### config.mk
export PLATFORM = sky130hd
export DESIGN_NAME = core_branch_redirect
export DESIGN_NICKNAME = d
export VERILOG_FILES = /design/src/rtl/core_pkg.sv /design/src/rtl/core_perf_counter.sv /design/src/rtl/core_branch_redirect.sv
export SDC_FILE = /design/constraint.sdc
export NUM_CORES = 1
export LEC_CHECK = 0
export ABC_AREA = 1
export BUFFER_PORTS_ARGS = -buffer_cell sky130_fd_sc_hd__buf_2
export CAP_MARGIN = 20
export CORE_ASPECT_RATIO = 1.4
export CORE_MARGIN = 2
export CORE_UTILIZATION = 50
export CTS_BUF_LIST = sky130_fd_sc_hd__clkbuf_4
export CTS_CLUSTER_SIZE = 24
export DETAILED_ROUTE_END_ITERATION = 12
export PLACE_DENSITY = 0.86
export SLEW_MARGIN = 20
export SYNTH_ARGS = -nofsm -noshare
export SYNTH_HDL_FRONTEND = slang
export SYNTH_SLANG_ARGS = --single-unit
export TNS_END_PERCENT = 5
### constraint.sdc
create_clock -name i_clk -period 1.9 [get_ports i_clk]
set_clock_uncertainty 0.1 [all_clocks]
set_input_delay 0.19 -clock i_clk [delete_from_list [all_inputs] [get_ports i_clk]]
set_output_delay 0.19 -clock i_clk [all_outputs]
set_load 0.1 [all_outputs]
### src/rtl/core_pkg.sv
// Shared types and constants for the core's EX-stage branch redirect logic.
// No logic; states and the exception cause code used by core_branch_redirect.
package core_pkg;

   typedef enum logic [1:0] {
      IDLE,
      REDIRECT,
      EXC
   } br_redir_state_e;

   localparam logic [3:0] EXC_INSTR_ADDR_MISALIGNED = 4'd0;

endpackage

### src/rtl/core_perf_counter.sv
// Free-running event counter: +1 per cycle with i_inc high, wraps silently.
// Count visible the cycle after the increment; never stalls.
module core_perf_counter #(
   parameter int CNT_W = 32
) (
   input  logic             i_clk,
   input  logic             i_rst_n,
   input  logic             i_inc,
   output logic [CNT_W-1:0] o_count
);

   always_ff @(posedge i_clk or negedge i_rst_n) begin
      if (!i_rst_n) begin
         o_count <= '0;
      end else if (i_inc) begin
         o_count <= o_count + CNT_W'(1);
      end
   end

endmodule

### src/rtl/core_branch_redirect.sv
// EX-stage branch resolution vs prediction: registered redirect or misaligned-target exception,
// visible one cycle after accept; EX is held (o_br_ready=0) until fetch/trap completes the handshake.
module core_branch_redirect
   import core_pkg::*;
#(
   parameter int XLEN  = 64,
   parameter int CNT_W = 32
) (
   input  logic             i_clk,
   input  logic             i_rst_n,
   input  logic             i_br_valid,
   output logic             o_br_ready,
   input  logic             i_br_istaken,
   input  logic             i_br_addr_mismatch,
   input  logic             i_br_pred_taken,
   input  logic [XLEN-1:0]  i_br_pc,
   input  logic [XLEN-1:0]  i_br_target_pc,
   input  logic             i_br_is_compressed,
   input  logic             i_flush_ext,
   output logic             o_redirect_valid,
   input  logic             i_redirect_ready,
   output logic [XLEN-1:0]  o_redirect_pc,
   output logic             o_flush_ifid,
   output logic             o_exc_valid,
   input  logic             i_exc_ack,
   output logic [3:0]       o_exc_cause,
   output logic [XLEN-1:0]  o_exc_tval,
   output logic [CNT_W-1:0] o_cnt_branches,
   output logic [CNT_W-1:0] o_cnt_mispredicts
);

   br_redir_state_e state_q, state_d;
   logic [XLEN-1:0] pc_q, pc_d;
   logic [XLEN-1:0] tval_q, tval_d;

   logic            accept;
   logic            live_accept;
   logic            mispredict;
   logic            go_exc;
   logic            go_redirect;
   logic [XLEN-1:0] seq_pc;

   assign o_br_ready  = (state_q == IDLE);
   assign accept      = i_br_valid && o_br_ready;
   // An older flush kills the resolution outright, including its branch count.
   assign live_accept = accept && !i_flush_ext;
   assign mispredict  = (i_br_istaken != i_br_pred_taken);
   assign go_exc      = live_accept && i_br_addr_mismatch;
   assign go_redirect = live_accept && !i_br_addr_mismatch && mispredict;
   assign seq_pc      = i_br_pc + (i_br_is_compressed ? XLEN'(2) : XLEN'(4));

   always_comb begin
      state_d = state_q;
      pc_d    = pc_q;
      tval_d  = tval_q;
      case (state_q)
         IDLE: begin
            if (go_exc) begin
               state_d = EXC;
               tval_d  = i_br_target_pc;
            end else if (go_redirect) begin
               state_d = REDIRECT;
               pc_d    = i_br_istaken ? i_br_target_pc : seq_pc;
            end
         end
         REDIRECT: begin
            if (i_flush_ext || i_redirect_ready) begin
               state_d = IDLE;
            end
         end
         EXC: begin
            if (i_flush_ext || i_exc_ack) begin
               state_d = IDLE;
            end
         end
         default: state_d = IDLE;
      endcase
   end

   always_ff @(posedge i_clk or negedge i_rst_n) begin
      if (!i_rst_n) begin
         state_q <= IDLE;
         pc_q    <= '0;
         tval_q  <= '0;
      end else begin
         state_q <= state_d;
         pc_q    <= pc_d;
         tval_q  <= tval_d;
      end
   end

   assign o_redirect_valid = (state_q == REDIRECT);
   assign o_redirect_pc    = pc_q;
   // A same-cycle older flush supersedes the redirect, so fetch must not also flush IF/ID.
   assign o_flush_ifid     = o_redirect_valid && i_redirect_ready && !i_flush_ext;
   assign o_exc_valid      = (state_q == EXC);
   assign o_exc_cause      = EXC_INSTR_ADDR_MISALIGNED;
   assign o_exc_tval       = tval_q;

   core_perf_counter #(.CNT_W(CNT_W)) u_cnt_branches (
      .i_clk   (i_clk),
      .i_rst_n (i_rst_n),
      .i_inc   (live_accept),
      .o_count (o_cnt_branches)
   );

   core_perf_counter #(.CNT_W(CNT_W)) u_cnt_mispredicts (
      .i_clk   (i_clk),
      .i_rst_n (i_rst_n),
      .i_inc   (go_redirect),
      .o_count (o_cnt_mispredicts)
   );

endmodule
==> metrics.txt <==
# TYPE chip_impl_metric gauge
chip_impl_metric{name="clock_sink_count",unit=""} 194
chip_impl_metric{name="cts-buffers-inserted",unit=""} 17
chip_impl_metric{name="sequential_cell_area",unit="um^2"} 4880
chip_impl_metric{name="cp_max_fo",unit=""} 3
chip_impl_metric{name="globalRoute.totalOverflow",unit=""} 0
chip_impl_metric{name="nFillCells",unit=""} 1649
chip_impl_metric{name="worst-r2r-setup-slack",unit="ns"} -0.04
chip_impl_metric{name="synth.yosys.warnings",unit=""} 0
chip_impl_metric{name="core_area",unit="um^2"} 21900
chip_impl_metric{name="static-leakage-power",unit="nW"} 8.13
chip_impl_metric{name="worstPathArrival",unit="ns"} 1.69
chip_impl_metric{name="power.share.clock",unit=""} 0.151
chip_impl_metric{name="worst_hold_slack",unit="ns"} 0.0173
chip_impl_metric{name="io-pin-count",unit=""} 338
chip_impl_metric{name="grt_pass1_vias",unit=""} 12900
chip_impl_metric{name="design.die.area",unit="um^2"} 23700
chip_impl_metric{name="tightest_slew",unit="ns"} 0.683
chip_impl_metric{name="num_rows",unit=""} 64
chip_impl_metric{name="detail-route-antenna-nets",unit=""} 0
chip_impl_info{name="timing.critical_path.to_type",value="output pin"} 1
chip_impl_metric{name="cp_num_buf_inv",unit=""} 3
chip_impl_metric{name="routed-via-count",unit=""} 13100
chip_impl_metric{name="max_freq",unit="GHz"} 0.504
chip_impl_metric{name="irDropWorstVdd",unit="mV"} 0.846
chip_impl_metric{name="drt-vias-per-instance",unit=""} 5.43
chip_impl_metric{name="wl_per_cell",unit="um"} 18.3
chip_impl_metric{name="cts_buffer_depth",unit=""} 2
chip_impl_metric{name="htree_levels",unit=""} 4
chip_impl_metric{name="cap_violations",unit=""} 0
chip_impl_metric{name="critPathMaxStageDelay",unit="ns"} 0.45
chip_impl_metric{name="place.gp.congestion",unit=""} 0.991
chip_impl_info{name="crit-reg2reg-capture",value="u_cnt_branches.o_count[25]"} 1
chip_impl_info{name="critical-path-top-delay-family",value="flip-flops"} 1
chip_impl_metric{name="hpwl",unit="mm"} 30.6
chip_impl_metric{name="critical_path_required",unit="ns"} 1.61
chip_impl_info{name="cp_max_delay_cell",value="dfrtp_1"} 1
chip_impl_info{name="r2r-start",value="state_q[0]"} 1
chip_impl_metric{name="synth.ff_latch_count",unit=""} 194
chip_impl_info{name="crit_path_cell_trace",value="inv_2 > nand2_4 > clkinvlp_4 > nand2_2 > nor2_4 > buf_12"} 1
chip_impl_metric{name="start_util",unit=""} 0.511
chip_impl_metric{name="port-buffer-count",unit=""} 333
chip_impl_metric{name="timing.hold.worst_path_depth",unit=""} 5
chip_impl_metric{name="switching_share",unit=""} 0.563
chip_impl_metric{name="finish.utilization",unit=""} 0.717
chip_impl_metric{name="grt_first_pass_wirelength",unit="mm"} 66.4
chip_impl_metric{name="worst_slew_margin_rel",unit=""} 0.545
chip_impl_metric{name="cts.reportedPaths.clkPinSlew",unit="ns"} 0.16
chip_impl_info{name="grt_setup_unrepaired",value="true"} 1
chip_impl_metric{name="multiInputGateArea",unit="um^2"} 5740
chip_impl_metric{name="die_y",unit="um"} 181
chip_impl_info{name="worst_hold_startpoint",value="i_br_pc[16]"} 1
chip_impl_metric{name="p_per_area",unit="nW/um^2"} 1080
chip_impl_metric{name="drt_pass1_iterations",unit=""} 8
chip_impl_metric{name="finalMaxSlewViolations",unit=""} 0
chip_impl_metric{name="drc",unit=""} 0
chip_impl_metric{name="detail_route.wirelength",unit="mm"} 44.0
chip_impl_metric{name="avgSynthCellArea",unit="um^2"} 7.12
chip_impl_info{name="failed_checks",value="setup timing"} 1
chip_impl_metric{name="power.internal",unit="mW"} 7.44
chip_impl_metric{name="final-setup-viol-count",unit=""} 3
chip_impl_info{name="worst_hold_path_type",value="in2reg"} 1
chip_impl_metric{name="layout-drive-gt1-share",unit=""} 0.251
chip_impl_metric{name="syn_inst",unit=""} 1575
chip_impl_metric{name="report.final.hold_viol_count",unit=""} 0
chip_impl_metric{name="synthesis.area",unit="um^2"} 11200
chip_impl_metric{name="power.switching",unit="mW"} 9.60
chip_impl_info{name="cts_root_buffer",value="clkbuf_4"} 1
chip_impl_metric{name="chipWidth",unit="um"} 131
chip_impl_info{name="critical_path_class",value="reg2out"} 1
chip_impl_metric{name="worst_r2r_path_depth",unit=""} 9
chip_impl_metric{name="largest_net_degree_at_the_start_of_global_routing",unit=""} 76
chip_impl_metric{name="first_iter_violations",unit=""} 975
chip_impl_metric{name="min_period_over_period",unit=""} 1.04
chip_impl_info{name="timing.hold.worst_endpoint",value="o_redirect_pc[16]"} 1
chip_impl_metric{name="synth.lib_cells_used.distinct",unit=""} 35
chip_impl_metric{name="syn2layout_area_growth",unit="%"} 40.3
chip_impl_metric{name="postLayoutSetupSlackWorst",unit="ns"} -0.0825
chip_impl_metric{name="sequentialPowerShare",unit=""} 0.323
chip_impl_metric{name="synth_sequential_area_ratio",unit=""} 0.433
chip_impl_metric{name="finalNetCount",unit=""} 2236
chip_impl_metric{name="worst_skew_pair.late_latency",unit="ns"} 0.63
chip_impl_metric{name="finalWorstPathRequiredPeriod",unit="ns"} 1.98
chip_impl_info{name="tritoncts",value="done"} 1
chip_impl_info{name="outcome",value="finished, violations left"} 1
chip_impl_metric{name="antenna_found_initial",unit=""} 3
chip_impl_metric{name="power.combinational.fraction",unit=""} 0.526
chip_impl_metric{name="track_usage",unit=""} 0.366
chip_impl_info{name="worst_setup_path_start_kind",value="flop"} 1
## tightest hold or removal path: cells and delay by family
family | cells | cell delay [ns]
buffers and inverters | 2 | 0.27
and+or+nand+nor | 1 | 0.05
AOI/OAI and AO/OA | 1 | 0.13
xor gates and xnor gates | 1 | 0.09
## power groups by stage
stage	logic, mW	registers [mW]	clock network (mW)
floorplan	1.14	11.2	0
global placement	8.50	5.50	0
detailed placement	8.60	5.53	0
CTS	8.83	5.46	2.61
global route	9.23	5.59	2.75
finish	8.96	5.51	2.57
## kinds of logic after synthesis
| kind of cell | count (synthesis) | share of synthesized area |
|---|---|---|
| flip-flops | 194 | 0.433 |
| XOR/XNOR | 84 | 0.0656 |
| AND/OR/NAND/NOR | 907 | 0.331 |
| buffers and inverters | 208 | 0.0732 |
| adder cells (fa/ha/maj) | 5 | 0.00625 |
| multiplexers | 19 | 0.0191 |
| AO/OA/AOI/OAI | 157 | 0.0718 |
| other | 1 | 0.000334 |
## Yosys cell counts
master | n | area (um^2)
o21ai_0 | 75 | 375
buf_1 | 8 | 30.0
nand2_1 | 553 | 2080
nor3_1 | 26 | 130
a21boi_0 | 1 | 7.51
dfrtp_1 | 194 | 4850
nor2_2 | 7 | 43.8
o31ai_1 | 1 | 7.51
fa_1 | 1 | 20.0
clkbuf_1 | 28 | 105
buf_2 | 5 | 25.0
xor2_1 | 38 | 333
mux2_1 | 3 | 33.8
buf_4 | 5 | 37.5
a21oi_1 | 72 | 360
nor3_2 | 1 | 10.0
inv_1 | 157 | 589
nand3_2 | 2 | 20.0
nand4_1 | 36 | 225
ha_1 | 4 | 50.1
nand3_1 | 78 | 390
conb_1 | 1 | 3.75
nand2_2 | 2 | 12.5
mux2_2 | 16 | 180
inv_2 | 3 | 11.3
nand3b_1 | 6 | 45.0
nor2_4 | 3 | 33.8
o21bai_1 | 3 | 22.5
o21ai_1 | 1 | 5.00
buf_6 | 2 | 22.5
o41ai_1 | 1 | 8.76
xnor2_1 | 46 | 403
or2_0 | 1 | 6.26
nor2_1 | 192 | 721
a31oi_1 | 3 | 18.8
## area by class of cell
type	count	area share
Inverter	160	0.0386
Timing Repair Buffer	544	0.241
Clock buffer	19	0.00906
Multi-Input combinational cell	1176	0.365
Sequential cell	194	0.310
Clock inverter	13	0.0116
Tap cell	297	0.0236
Antenna cell	3	0.000477
## layer usage
metal | GRT usage | share of wire | vias up
met3 | 0.0651 | 0.076 | 194
met4 | 0.225 | 0.068 | 0
li1 | - | - | 5993
met2 | 0.643 | 0.50 | 829
met1 | 0.401 | 0.36 | 6043
met5 | 0 | 0 | -
## worst max path at each step
stage / startpoint / end / depth (start not counted)
5_1_grt: state_q[1] / o_flush_ifid / 6
6_report: state_q[1] / o_flush_ifid / 6
2_1_floorplan: u_cnt_mispredicts.o_count[6] / u_cnt_mispredicts.o_count[19] / 7
3_5_place_dp: i_br_is_compressed / o_redirect_pc[17] / 11
4_1_cts: state_q[1] / o_flush_ifid / 6
3_3_place_gp: i_br_is_compressed / o_redirect_pc[57] / 12
## cell usage in the layout, fill, tap and decap left out, drive strengths merged, types with 6 or more instances in the layout
cell type | Yosys | final
a21oi | 72 | 72
buf | 20 | 392
clkbuf | 28 | 36
dfrtp | 194 | 194
dlygate4sd3 | 0 | 135
inv | 160 | 161
mux2 | 19 | 19
nand2 | 555 | 555
nand3 | 80 | 80
nand3b | 6 | 6
nand4 | 36 | 36
nor2 | 202 | 202
nor3 | 27 | 27
o21ai | 76 | 76
xnor2 | 46 | 46
xor2 | 38 | 38
## metrics by stage
step           instances  power, mW  setup slack, ns  TNS [ns]  cell area (um^2)
2_1_floorplan       1578       12.4           -0.248    -24.97             11300
3_3_place_gp        2235       14.0           -0.326     -6.64             13800
3_5_place_dp        2235       14.1           -0.396    -10.24             13800
4_1_cts             2402       16.9          -0.0647   -0.0867             15500
5_1_grt             2406       17.6           -0.173     -1.18             15700
6_report            2406       17.0          -0.0825    -0.126             15700
## sequential cells by signal, indices dropped and copies added (netlist names)
| register | flops |
|---|---|
| u_cnt_mispredicts.o_count | 32 |
| o_redirect_pc | 64 |
| state_q | 2 |
| u_cnt_branches.o_count | 32 |
| o_exc_tval | 64 |
## what timing repair did
item	CTS	global route
hold buffers	135	0
resized for setup	16	50
hold endpoints to repair	325	0
setup endpoints to repair	11	68
pin swaps	0	5
buffers inserted	0	1
(Power assumes the default switching activity.)
